### config.mk
export PLATFORM = sky130hd
export DESIGN_NAME = sync_fifo_param
export DESIGN_NICKNAME = d
export VERILOG_FILES = /design/src/rtl/sync_fifo_param.sv
export SDC_FILE = /design/constraint.sdc
export NUM_CORES = 1
export LEC_CHECK = 0
export CAP_MARGIN = 10
export CORE_MARGIN = 2
export CORE_UTILIZATION = 58
export DETAILED_ROUTE_END_ITERATION = 6
export GPL_TIMING_DRIVEN = 0
export PLACE_DENSITY = 0.86
export SETUP_SLACK_MARGIN = 0.15
export SLEW_MARGIN = 20
export SYNTH_ARGS = -nofsm -noshare
export SYNTH_HDL_FRONTEND = slang
export SYNTH_SLANG_ARGS = --single-unit
export TNS_END_PERCENT = 1
### constraint.sdc
create_clock -name clk -period 7.7 [get_ports clk]
set_clock_uncertainty 0.1 [all_clocks]
set_input_delay 1.54 -clock clk [delete_from_list [all_inputs] [get_ports clk]]
set_output_delay 1.54 -clock clk [all_outputs]
set_load 0.1 [all_outputs]
### src/rtl/sync_fifo_param.sv
// Parametrised single-clock FIFO with occupancy, threshold flags, a read-data
// strobe and sticky overflow/underflow flags. All state changes on the rising clk edge.
module sync_fifo_param #(
   parameter int DATA_W    = 32,
   parameter int ADDR_W    = 3,
   parameter int AFULL_TH  = 6,
   parameter int AEMPTY_TH = 1
) (
   input  logic              clk,
   input  logic              reset,
   input  logic              wr_en,
   input  logic [DATA_W-1:0] din,
   input  logic              rd_en,
   input  logic              clr_err,
   output logic [DATA_W-1:0] dout,
   output logic              dout_valid,
   output logic [ADDR_W:0]   level,
   output logic              empty,
   output logic              full,
   output logic              almost_empty,
   output logic              almost_full,
   output logic              overflow,
   output logic              underflow
);

   localparam int DEPTH = 1 << ADDR_W;
   localparam logic [ADDR_W:0] DEPTH_L  = (ADDR_W+1)'(DEPTH);
   localparam logic [ADDR_W:0] AFULL_L  = (ADDR_W+1)'(AFULL_TH);
   localparam logic [ADDR_W:0] AEMPTY_L = (ADDR_W+1)'(AEMPTY_TH);

   logic [DATA_W-1:0] mem [DEPTH];
   logic [ADDR_W-1:0] wptr;
   logic [ADDR_W-1:0] rptr;
   logic              wr_acc;
   logic              rd_acc;

   // Handshake: wr_en/rd_en are requests that are never back-pressured; a
   // request is taken only when wr_acc/rd_acc is high, and a taken read shows
   // up one edge later as dout with a single-cycle dout_valid strobe.
   assign rd_acc = rd_en && !empty;
   assign wr_acc = wr_en && (!full || rd_en);

   assign empty        = (level == '0);
   assign full         = (level == DEPTH_L);
   assign almost_empty = (level <= AEMPTY_L);
   assign almost_full  = (level >= AFULL_L);

   // Storage is deliberately left out of reset.
   always_ff @(posedge clk) begin
      if (!reset && wr_acc)
         mem[wptr] <= din;
   end

   always_ff @(posedge clk) begin
      if (reset) begin
         wptr       <= '0;
         rptr       <= '0;
         level      <= '0;
         dout       <= '0;
         dout_valid <= 1'b0;
         overflow   <= 1'b0;
         underflow  <= 1'b0;
      end else begin
         if (wr_acc)
            wptr <= wptr + 1'b1;
         if (rd_acc) begin
            dout       <= mem[rptr];
            rptr       <= rptr + 1'b1;
            dout_valid <= 1'b1;
         end else begin
            dout_valid <= 1'b0;
         end
         case ({wr_acc, rd_acc})
            2'b10:   level <= level + 1'b1;
            2'b01:   level <= level - 1'b1;
            default: level <= level;
         endcase
         // A new error event in the same cycle as clr_err keeps the flag set.
         if (wr_en && full && !rd_en)
            overflow <= 1'b1;
         else if (clr_err)
            overflow <= 1'b0;
         if (rd_en && empty)
            underflow <= 1'b1;
         else if (clr_err)
            underflow <= 1'b0;
      end
   end

endmodule

==> results_dict.tcl, run 1 <==
set metrics [dict create \
    status "finished clean" \
    synth_area_per_cell_um2 16.7 \
    die_h_um 147 \
    grt_pass1_wl_um 39600 \
    synth_cell_type_count 39 \
    power.total_uw 5150 \
    slew_viol_final 0 \
    fmax_mhz 221 \
    grt_use_total_pct 24.4 \
    p_comb_share_pct 35.1 \
    use_met3_pct 3.88 \
    syn_to_final_growth_pct 20.0 \
    clockRootBuffer "clkbuf_16" \
    first_global_vias 6962 \
    wl_per_cell_um 23.0 \
    peakVddDrop_mv 0.258 \
    powerDensity_nw_per_um2 365 \
    via_count 6730 \
    ys_warn_count 0 \
    worst_slew_margin_rel_pct 33.5 \
    dp_hpwl_um 16600 \
    antenna_found_initial 1 \
    ant_nets 0 \
    grt.overflow.total 0 \
    worst_pin_slew_ns 0.995 \
    synth_fp_nets 751 \
    gp_congestion 0.775 \
    fin_crit_ns 4.53 \
    synth_enable_flop_cells 256 \
    met2_usage_pct 43.0 \
    cpPeakStageDelay_ns 1.13 \
    seq_area_frac_synth_pct 72.9 \
    postPlaceCellArea_um2 13200 \
    coreArea_um2 20100 \
    cts_setup_buffers 0 \
    finalHoldViolations 0 \
    final_cell_area_um2 14100 \
    swShare_pct 36.3 \
    ys_seq_elements 301 \
    busiest_layer "met2" \
    clkLatencyLatePin_ns 0.54 \
    maxCapViolCount 0 \
    cts_tree "built" \
    clock-sinks 301 \
    synth_area_um2 11800 \
    path_clk_slew_ns 0.06 \
    path_buf_inv 3 \
    grt_max_degree 22 \
    clk_path_buf_depth 3 \
    vias_per_cell 5.93 \
    dr.pass1.iters 5 \
    num_rows 52 \
    timing.hold.ws_ns 0.411 \
    nets 887 \
    async_flop_share_pct 0 \
    setup-tns-final_ns 0 \
    dieArea_um2 21500 \
    route.detailed.drc 0 \
    setup_viol 0 \
    slowest_stage "clkdlybuf4s50_1" \
    crit_path_frequent_cell "inv_1" \
    die_w_um 147 \
    cp_cell_sequence "inv_1 > ha_1 > or3b_4 > inv_1 > clkdlybuf4s50_1" \
    floorplan.initialDensity_pct 58.6 \
    end_kind "primary output" \
    synthFlopType "edfxtp_1" \
    clockPowerShare_pct 27.3 \
    internal_power_uw 3280 \
    period_share_pct 58.9 \
    io_pins 80 \
    p_sw_uw 1870 \
    hold_path.class "reg -> reg" \
    wl_um 26100 \
    drive_gt1_share_pct 16.6 \
    cts_max_level 1 \
    drt_iter0_markers 671 \
    worstPathArrival_ns 2.89 \
    worstPathMaxFanout 7 \
    cts_buffers 29 \
    seqPwrFrac_pct 37.5 \
    leakage_uw 0.00469 \
    gr-usage-met1_pct 31.5 \
    grt_setup_unrepaired "no" \
    syn_inst 706 \
    crit_family "buffers and inverters" \
    hold_buffers 0 \
    worstPathRequired_ns 6.06 \
    io_buffers 78 \
    cts_resized 0 \
    startpoint_type "flip-flop" \
    crit_type "reg -> out" \
]
## power groups by stage
stage	clock, uW	combinational [uW]	sequential [uW]
finish	1410	1810	1930
global route	1490	1890	1940
CTS	1420	1810	1930
detailed placement	0	1800	1970
global placement	0	1750	1970
floorplan	0	851	2480
## metal layers
layer	wire, um	part of all wire (%)
met1	9960	38
met2	13500	52
met3	1900	7.3
met4	726	2.8
met5	13	0.050
## cells in the final DEF, fill, tap and decap left out, drive strengths merged, types with 3 or more instances in the layout
| cell | netlist | layout |
|---|---|---|
| edfxtp | 256 | 256 |
| mux2i | 130 | 130 |
| clkdlybuf4s50 | 0 | 78 |
| a22oi | 65 | 65 |
| buf | 31 | 58 |
| clkbuf | 11 | 52 |
| nor2 | 50 | 50 |
| dfxtp | 45 | 45 |
| nor3 | 36 | 36 |
| a21oi | 35 | 35 |
| ha | 8 | 8 |
| clkinv | 0 | 8 |
| inv | 7 | 7 |
| xor2 | 5 | 5 |
| nand2 | 5 | 5 |
| bufinv | 0 | 3 |
| o21ai | 3 | 3 |
## logic make-up after synthesis
kind of cell	after synthesis	synth area share (%)
multiplexers	130	11.0
XOR/XNOR	7	0.520
adder cells (fa/ha/maj)	8	0.850
AND/OR/NAND/NOR	104	5.52
AO/OA/AOI/OAI	107	6.09
flip-flops	301	72.9
buffers and inverters	49	3.07
## area by class of cell
type / instances / area [um2]
flip-flops and latches: 301 / 8590
fillers: 1217 / 5960
multi-input cells: 356 / 2880
repair buffers: 105 / 1020
clock buffers: 41 / 821
well taps: 270 / 338
plain buffers: 42 / 333
clock inverters: 12 / 130
inverters: 7 / 28.8
diodes: 1 / 2.50
## worst reg2reg max path, stage by stage, from the launching register on
cell and delay [ns]:
dfxtp_1 0.45, inv_1 0.13, ha_1 0.23, nand3b_1 0.18
o211ai_1 0.32, nor4_2 0.65, buf_4 0.29, buf_2 0.23
buf_4 0.19, buf_4 0.17
## registers in the layout, summed over array words and instances, names as in the netlist
register and flops:
wptr 3, underflow 1, mem 256, level 4, dout_valid 1, dout 32, rptr 3, overflow 1
## cell usage after synthesis, types with 4 or more instances
master,number,area [um2]
buf_8,6,90.1
nor3_1,4,20.0
ha_1,8,100
inv_1,6,22.5
clkbuf_1,10,37.5
xor2_1,5,43.8
nor3_2,32,320
dfxtp_1,45,901
a21oi_1,34,170
edfxtp_1,256,7690
buf_2,11,55.1
nand2_1,4,15.0
buf_6,11,124
nor2_1,50,188
a22oi_1,65,488
mux2i_1,130,1300
## stage by stage
| step | util, % | worst slack [ns] | cells |
|---|---|---|---|
| 2_1_floorplan | - | 1.71 | 706 |
| 3_5_place_dp | 65.6 | 3.25 | 1081 |
| 4_1_cts | 70.3 | 3.15 | 1134 |
| 5_1_grt | 70.3 | 3.07 | 1134 |
| 3_3_place_gp | 64.2 | -1.52 | 1054 |
| 6_report | 70.3 | 3.17 | 1135 |
## path summary, 6_finish.rpt
check | from | end | slack [ns] | cells after the start
setup / recovery | level[1] | empty | 3.17 | 5
hold / removal | overflow | overflow | 0.41 | 2
setup reg to reg | level[0] | mem[4][24] | 4.47 | 9
hold reg to reg | overflow | overflow | 0.41 | 2
(Power assumes the default switching activity.)
==> run 2, diff against run 1 <==
--- a/config.mk
+++ b/config.mk
@@ -7,10 +7,10 @@
 export LEC_CHECK = 0
 export CAP_MARGIN = 10
 export CORE_MARGIN = 2
-export CORE_UTILIZATION = 58
+export CORE_UTILIZATION = 53
 export DETAILED_ROUTE_END_ITERATION = 6
 export GPL_TIMING_DRIVEN = 0
-export PLACE_DENSITY = 0.86
+export PLACE_DENSITY = 0.83
 export SETUP_SLACK_MARGIN = 0.15
 export SLEW_MARGIN = 20
 export SYNTH_ARGS = -nofsm -noshare
==> constraint.sdc (replaced) <==
create_clock -name clk -period 3.9 [get_ports clk]
set_clock_uncertainty 0.1 [all_clocks]
set_input_delay 0.78 -clock clk [delete_from_list [all_inputs] [get_ports clk]]
set_output_delay 0.78 -clock clk [all_outputs]
set_load 0.1 [all_outputs]
==> results_dict.tcl, run 2 (synthesis gave the netlist of run 1 again) <==
set metrics [dict create \
    grt.overflow.total 0 \
    layout.cells.most_common_list "edfxtp_1, mux2i_1, clkdlybuf4s50_1" \
    slowest_stage "clkdlybuf4s50_1" \
    io_buffers 78 \
    cts_tree "built" \
    vias_per_cell 5.85 \
    coreArea_um2 21800 \
    worst_pin_slew_ns 1.01 \
    postPlaceCellArea_um2 13200 \
    grt_use_total_pct 22.2 \
    grt_max_degree 19 \
    num_rows 54 \
    cts_setup_buffers 0 \
    pre_cts_slack_ns 0.459 \
    worstPathArrival_ns 2.66 \
    startpoint_type "flip-flop" \
    gp_congestion 0.761 \
    slew_viol_final 0 \
    end_kind "primary output" \
    via_count 6670 \
    drt_iter0_markers 533 \
    fin_crit_ns 3.54 \
    dieArea_um2 23400 \
    path_clk_slew_ns 0.06 \
    maxCapViolCount 0 \
    powerDensity_nw_per_um2 725 \
    worstPathMaxFanout 7 \
    grt_setup_unrepaired "no" \
    clockRootBuffer "clkbuf_16" \
    wl_um 26000 \
    cts_max_level 1 \
    wl_per_cell_um 22.8 \
    fin_util_pct 65.2 \
    worst_slew_margin_rel_pct 32.6 \
    setup-tns-final_ns 0 \
    timing.final.ws_setup_ns 0.363 \
    top_register "mem" \
    finalHoldViolations 0 \
    dp_hpwl_um 16400 \
    final_cell_area_um2 14200 \
    clk_path_buf_depth 3 \
    nFillCells 1450 \
    layout_commonest_cell "edfxtp_1" \
    peakVddDrop_mv 0.955 \
    antenna_cells 0 \
    worstPathRequired_ns 3.02 \
    cts_buffers 29 \
    ant_nets 0 \
    floorplan.initialDensity_pct 54.0 \
    dr.pass1.iters 5 \
    hold_path.class "reg -> reg" \
    top_regs "mem (256), dout (32), level (4)" \
    die_w_um 153 \
    nets 883 \
    clock-sinks 301 \
    fmax_mhz 283 \
    multi_input_area_um2 2900 \
    die_h_um 153 \
    io_pins 80 \
    setup_viol 0 \
    clkLatencyLatePin_ns 0.53 \
    drive_gt1_share_pct 16.9 \
    grt_pass1_wl_um 40200 \
    leakage_uw 0.00472 \
    register_area_um2 8590 \
    timing.hold.ws_ns 0.394 \
    antenna_found_initial 0 \
    period_share_pct 90.7 \
    crit_type "reg -> out" \
    syn_to_final_growth_pct 20.8 \
    crit_path_frequent_cell "inv_1" \
    cp_cell_sequence "inv_1 > ha_1 > nand3b_1 > inv_1 > clkdlybuf4s50_1" \
    cpPeakStageDelay_ns 1.14 \
    first_global_vias 7024 \
    status "finished clean" \
    largest_reg_flops 256 \
    route.detailed.drc 0 \
]
==> run 2: changes by cell type in the layout (fill, tap and decap cells not counted), sizes merged <==
cell / change
buf: -4
bufinv: +2
clkbuf: -2
clkdlybuf4s50: -1
clkinvlp: -1
diode: -1
dlygate4sd2: +1
inv: +1
==> run 2: critical path: cells and delay by family (launching register included) <==
family,cells,cell delay (ns)
AND/OR/NAND/NOR,1,0.16
flip-flops,1,0.38
buffers and inverters,3,1.41
adder cells (fa/ha/maj),1,0.18
==> run 2: what timing repair did <==
action	4_1_cts	5_1_grt
hold buffers	0	0
hold endpoints to repair	0	0
setup endpoints to repair	1	0
gates resized for setup	1	0
==> run 2: routing by layer <==
layer	up-vias	GRT usage [%]	share of wire [%]
met4	0	7.45	2.2
met5	-	0	0
met3	40	3.32	6.5
met1	3357	29.9	41
li1	2999	-	-
met2	274	37.4	50
==> run 2: final cells by class <==
| class | instances | area share, % |
|---|---|---|
| Sequential cell | 301 | 60.4 |
| Multi-Input combinational cell | 356 | 20.4 |
| Timing Repair Buffer | 101 | 7.25 |
| Clock buffer | 39 | 5.64 |
| Tap cell | 280 | 2.46 |
| Buffer | 42 | 2.34 |
| Clock inverter | 14 | 1.39 |
| Inverter | 7 | 0.202 |
==> run 2: path summary, 6_finish.rpt <==
kind | startpoint | endpoint | slack (ns) | depth (start not counted)
hold / removal | overflow | overflow | 0.39 | 2
hold reg to reg | overflow | overflow | 0.39 | 2
setup reg to reg | level[0] | level[3] | 1.00 | 11
setup / recovery | level[1] | full | 0.36 | 5
==> run 2: per-stage QoR <==
| stage | cells | total power, uW |
|---|---|---|
| detailed placement | 1087 | 7430 |
| finish | 1140 | 10300 |
| floorplan | 706 | 6590 |
| global placement | 1064 | 7350 |
| CTS | 1140 | 10300 |
| global route | 1140 | 10700 |
==> run 2: power breakdown <==
group / total (uW) / internal [uW] / switching (uW) / leakage (uW)
Combinational: 3560 / 1130 / 2440 / 0.00154
Clock: 2930 / 1770 / 1160 / 0.000497
Sequential: 3810 / 3700 / 118 / 0.00268
Total: 10300 / 6590 / 3720 / 0.00472
==> run 3, diff against run 2 <==
--- a/config.mk
+++ b/config.mk
@@ -6,6 +6,7 @@
 export NUM_CORES = 1
 export LEC_CHECK = 0
 export CAP_MARGIN = 10
+export CORE_ASPECT_RATIO = 1.5
 export CORE_MARGIN = 2
 export CORE_UTILIZATION = 53
 export DETAILED_ROUTE_END_ITERATION = 6
==> constraint.sdc (replaced) <==
create_clock -name clk -period 3.11 [get_ports clk]
set_clock_uncertainty 0.1 [all_clocks]
set_input_delay 0.622 -clock clk [delete_from_list [all_inputs] [get_ports clk]]
set_output_delay 0.622 -clock clk [all_outputs]
set_load 0.1 [all_outputs]
==> results_dict.tcl, run 3 (synthesis gave the netlist of run 1 again) <==
set metrics [dict create \
    worstPathMaxFanout 7 \
    crit_end "empty" \
    powerDensity_nw_per_um2 885 \
    top_regs "mem (256), dout (32), level (4)" \
    p_comb_share_pct 35.9 \
    postPlaceCellArea_um2 13200 \
    clkLatencyLatePin_ns 0.54 \
    finalHoldViolations 0 \
    nets 872 \
    reg2regPathDepth 9 \
    gp_congestion 0.767 \
    cts_buffers 26 \
    cts_setup_buffers 0 \
    die_w_um 126 \
    vias_per_cell 5.98 \
    via_count 6694 \
    status "finished clean" \
    dieArea_um2 23500 \
    timing.hold.ws_ns 0.414 \
    top_register "mem" \
    seqPwrFrac_pct 38.6 \
    dp_hpwl_um 16300 \
    num_rows 66 \
    wl_per_cell_um 23.1 \
    drive_gt1_share_pct 15.8 \
    internal_power_uw 7820 \
    dr.pass1.iters 5 \
    layout.cells.most_common_list "edfxtp_1, mux2i_1, clkdlybuf4s50_1" \
    grt.overflow.total 0 \
    clock-sinks 301 \
    fin_crit_ns 3.02 \
    maxCapViolCount 0 \
    die_h_um 187 \
    fmax_mhz 331 \
    grt_pass1_wl_um 39500 \
    clockPowerShare_pct 25.5 \
    cpPeakStageDelay_ns 0.56 \
    io_pins 80 \
    setup-tns-final_ns 0 \
    r2r-start "level[1]" \
    worstPathRequired_ns 2.39 \
    floorplan.initialDensity_pct 54.2 \
    reg2reg_to "level[3]" \
    crit_start "level[1]" \
    grt_max_degree 23 \
    cp_cell_sequence "inv_1 > ha_1 > or3b_4 > inv_1 > clkdlybuf4s15_2" \
    end_kind "primary output" \
    cts_tree "built" \
    clk_path_buf_depth 3 \
    grt_setup_unrepaired "yes" \
    crit_path_frequent_cell "inv_1" \
    ant_nets 0 \
    grt_use_total_pct 22.0 \
    reg2reg_slack_ns 0.26 \
    antenna_cells 0 \
    layout_commonest_cell "edfxtp_1" \
    slew_viol_final 0 \
    startpoint_type "flip-flop" \
    route.detailed.drc 0 \
    wl_um 25900 \
    syn_to_final_growth_pct 19.4 \
    crit_type "reg -> out" \
    drt_iter0_markers 581 \
    io_buffers 78 \
    swShare_pct 37.2 \
    clockRootBuffer "clkbuf_16" \
    setup_viol 0 \
    antenna_found_initial 0 \
    leakage_uw 0.00459 \
    first_global_vias 6996 \
    worst_pin_slew_ns 1.00 \
    worst_slew_margin_rel_pct 32.8 \
    peakVddDrop_mv 0.971 \
    path_clk_slew_ns 0.07 \
    power.total_uw 12400 \
    worstPathArrival_ns 2.30 \
    largest_reg_flops 256 \
    slowest_stage "clkdlybuf4s15_2" \
    hold_buffers 0 \
    period_share_pct 97.1 \
    p_sw_uw 4630 \
    final_cell_area_um2 14100 \
    hold_path.class "reg -> reg" \
    coreArea_um2 21700 \
    cts_max_level 1 \
]
## run 3: cell count changes in the layout (fill, tap and decap cells not counted), sizes merged
cell           delta
buf               -8
bufinv            -3
clkbuf            -3
clkdlybuf4s50     -3
clkinvlp          +2
clkdlybuf4s15     +1
dlygate4sd2       +1
## run 3: cell type report
cell class	instances	area, um2
multi-input combinational	356	2920
inverter	7	28.8
clock inverter	13	123
sequential	301	8600
timing repair buffer	93	1020
fill	1421	7650
clock buffer	35	706
tap	272	340
buffer	42	333
## run 3: metrics by stage
stage	setup slack [ns]	std cells	util [%]
2_1_floorplan	-0.0140	706	-
3_3_place_gp	-1.06	1056	59.8
3_5_place_dp	-0.309	1071	61.0
4_1_cts	0.00726	1119	64.8
5_1_grt	0.00376	1119	64.8
6_report	0.0888	1119	64.8
## run 3: worst min path at each step
stage | depth (start not counted) | endpoint | start | slack (ns)
global route | 2 | dout[2] | dout[2] | 0.45
detailed placement | 2 | overflow | overflow | 0.39
global placement | 2 | overflow | overflow | 0.37
floorplan | 2 | rptr[1] | rptr[1] | 0.38
finish | 2 | overflow | overflow | 0.41
CTS | 2 | overflow | overflow | 0.41
## run 3: what timing repair did
item                                    CTS  global route
endpoints found under the setup margin    4             4
cloned                                    0             0
resized for setup                         6             2
hold endpoints to repair                  0             0
## run 3: routing by layer
layer	vias up	global-route usage, %	routed length, um
met5	-	0	0
met3	65	3.67	1730
met2	293	39.8	13700
met4	0	9.19	889
met1	3365	25.7	9580
li1	2971	-	-
## run 3: power groups by stage
stage                     registers, uW  logic, uW  clock network (uW)
after floorplan                    6160       2120                   0
after global placement             4870       4380                   0
after detailed placement           4880       4480                   0
after CTS                          4800       4490                3190
after global routing               4830       4680                3330
final                              4800       4470                3170
## run 3: worst max-delay path, delay by kind of cell, from the launching register on
family | cells | cell delay [ns]
adder cells (fa/ha/maj) | 1 | 0.19
flip-flops | 1 | 0.37
AND/OR/NAND/NOR | 1 | 0.43
buffers and inverters | 3 | 0.77
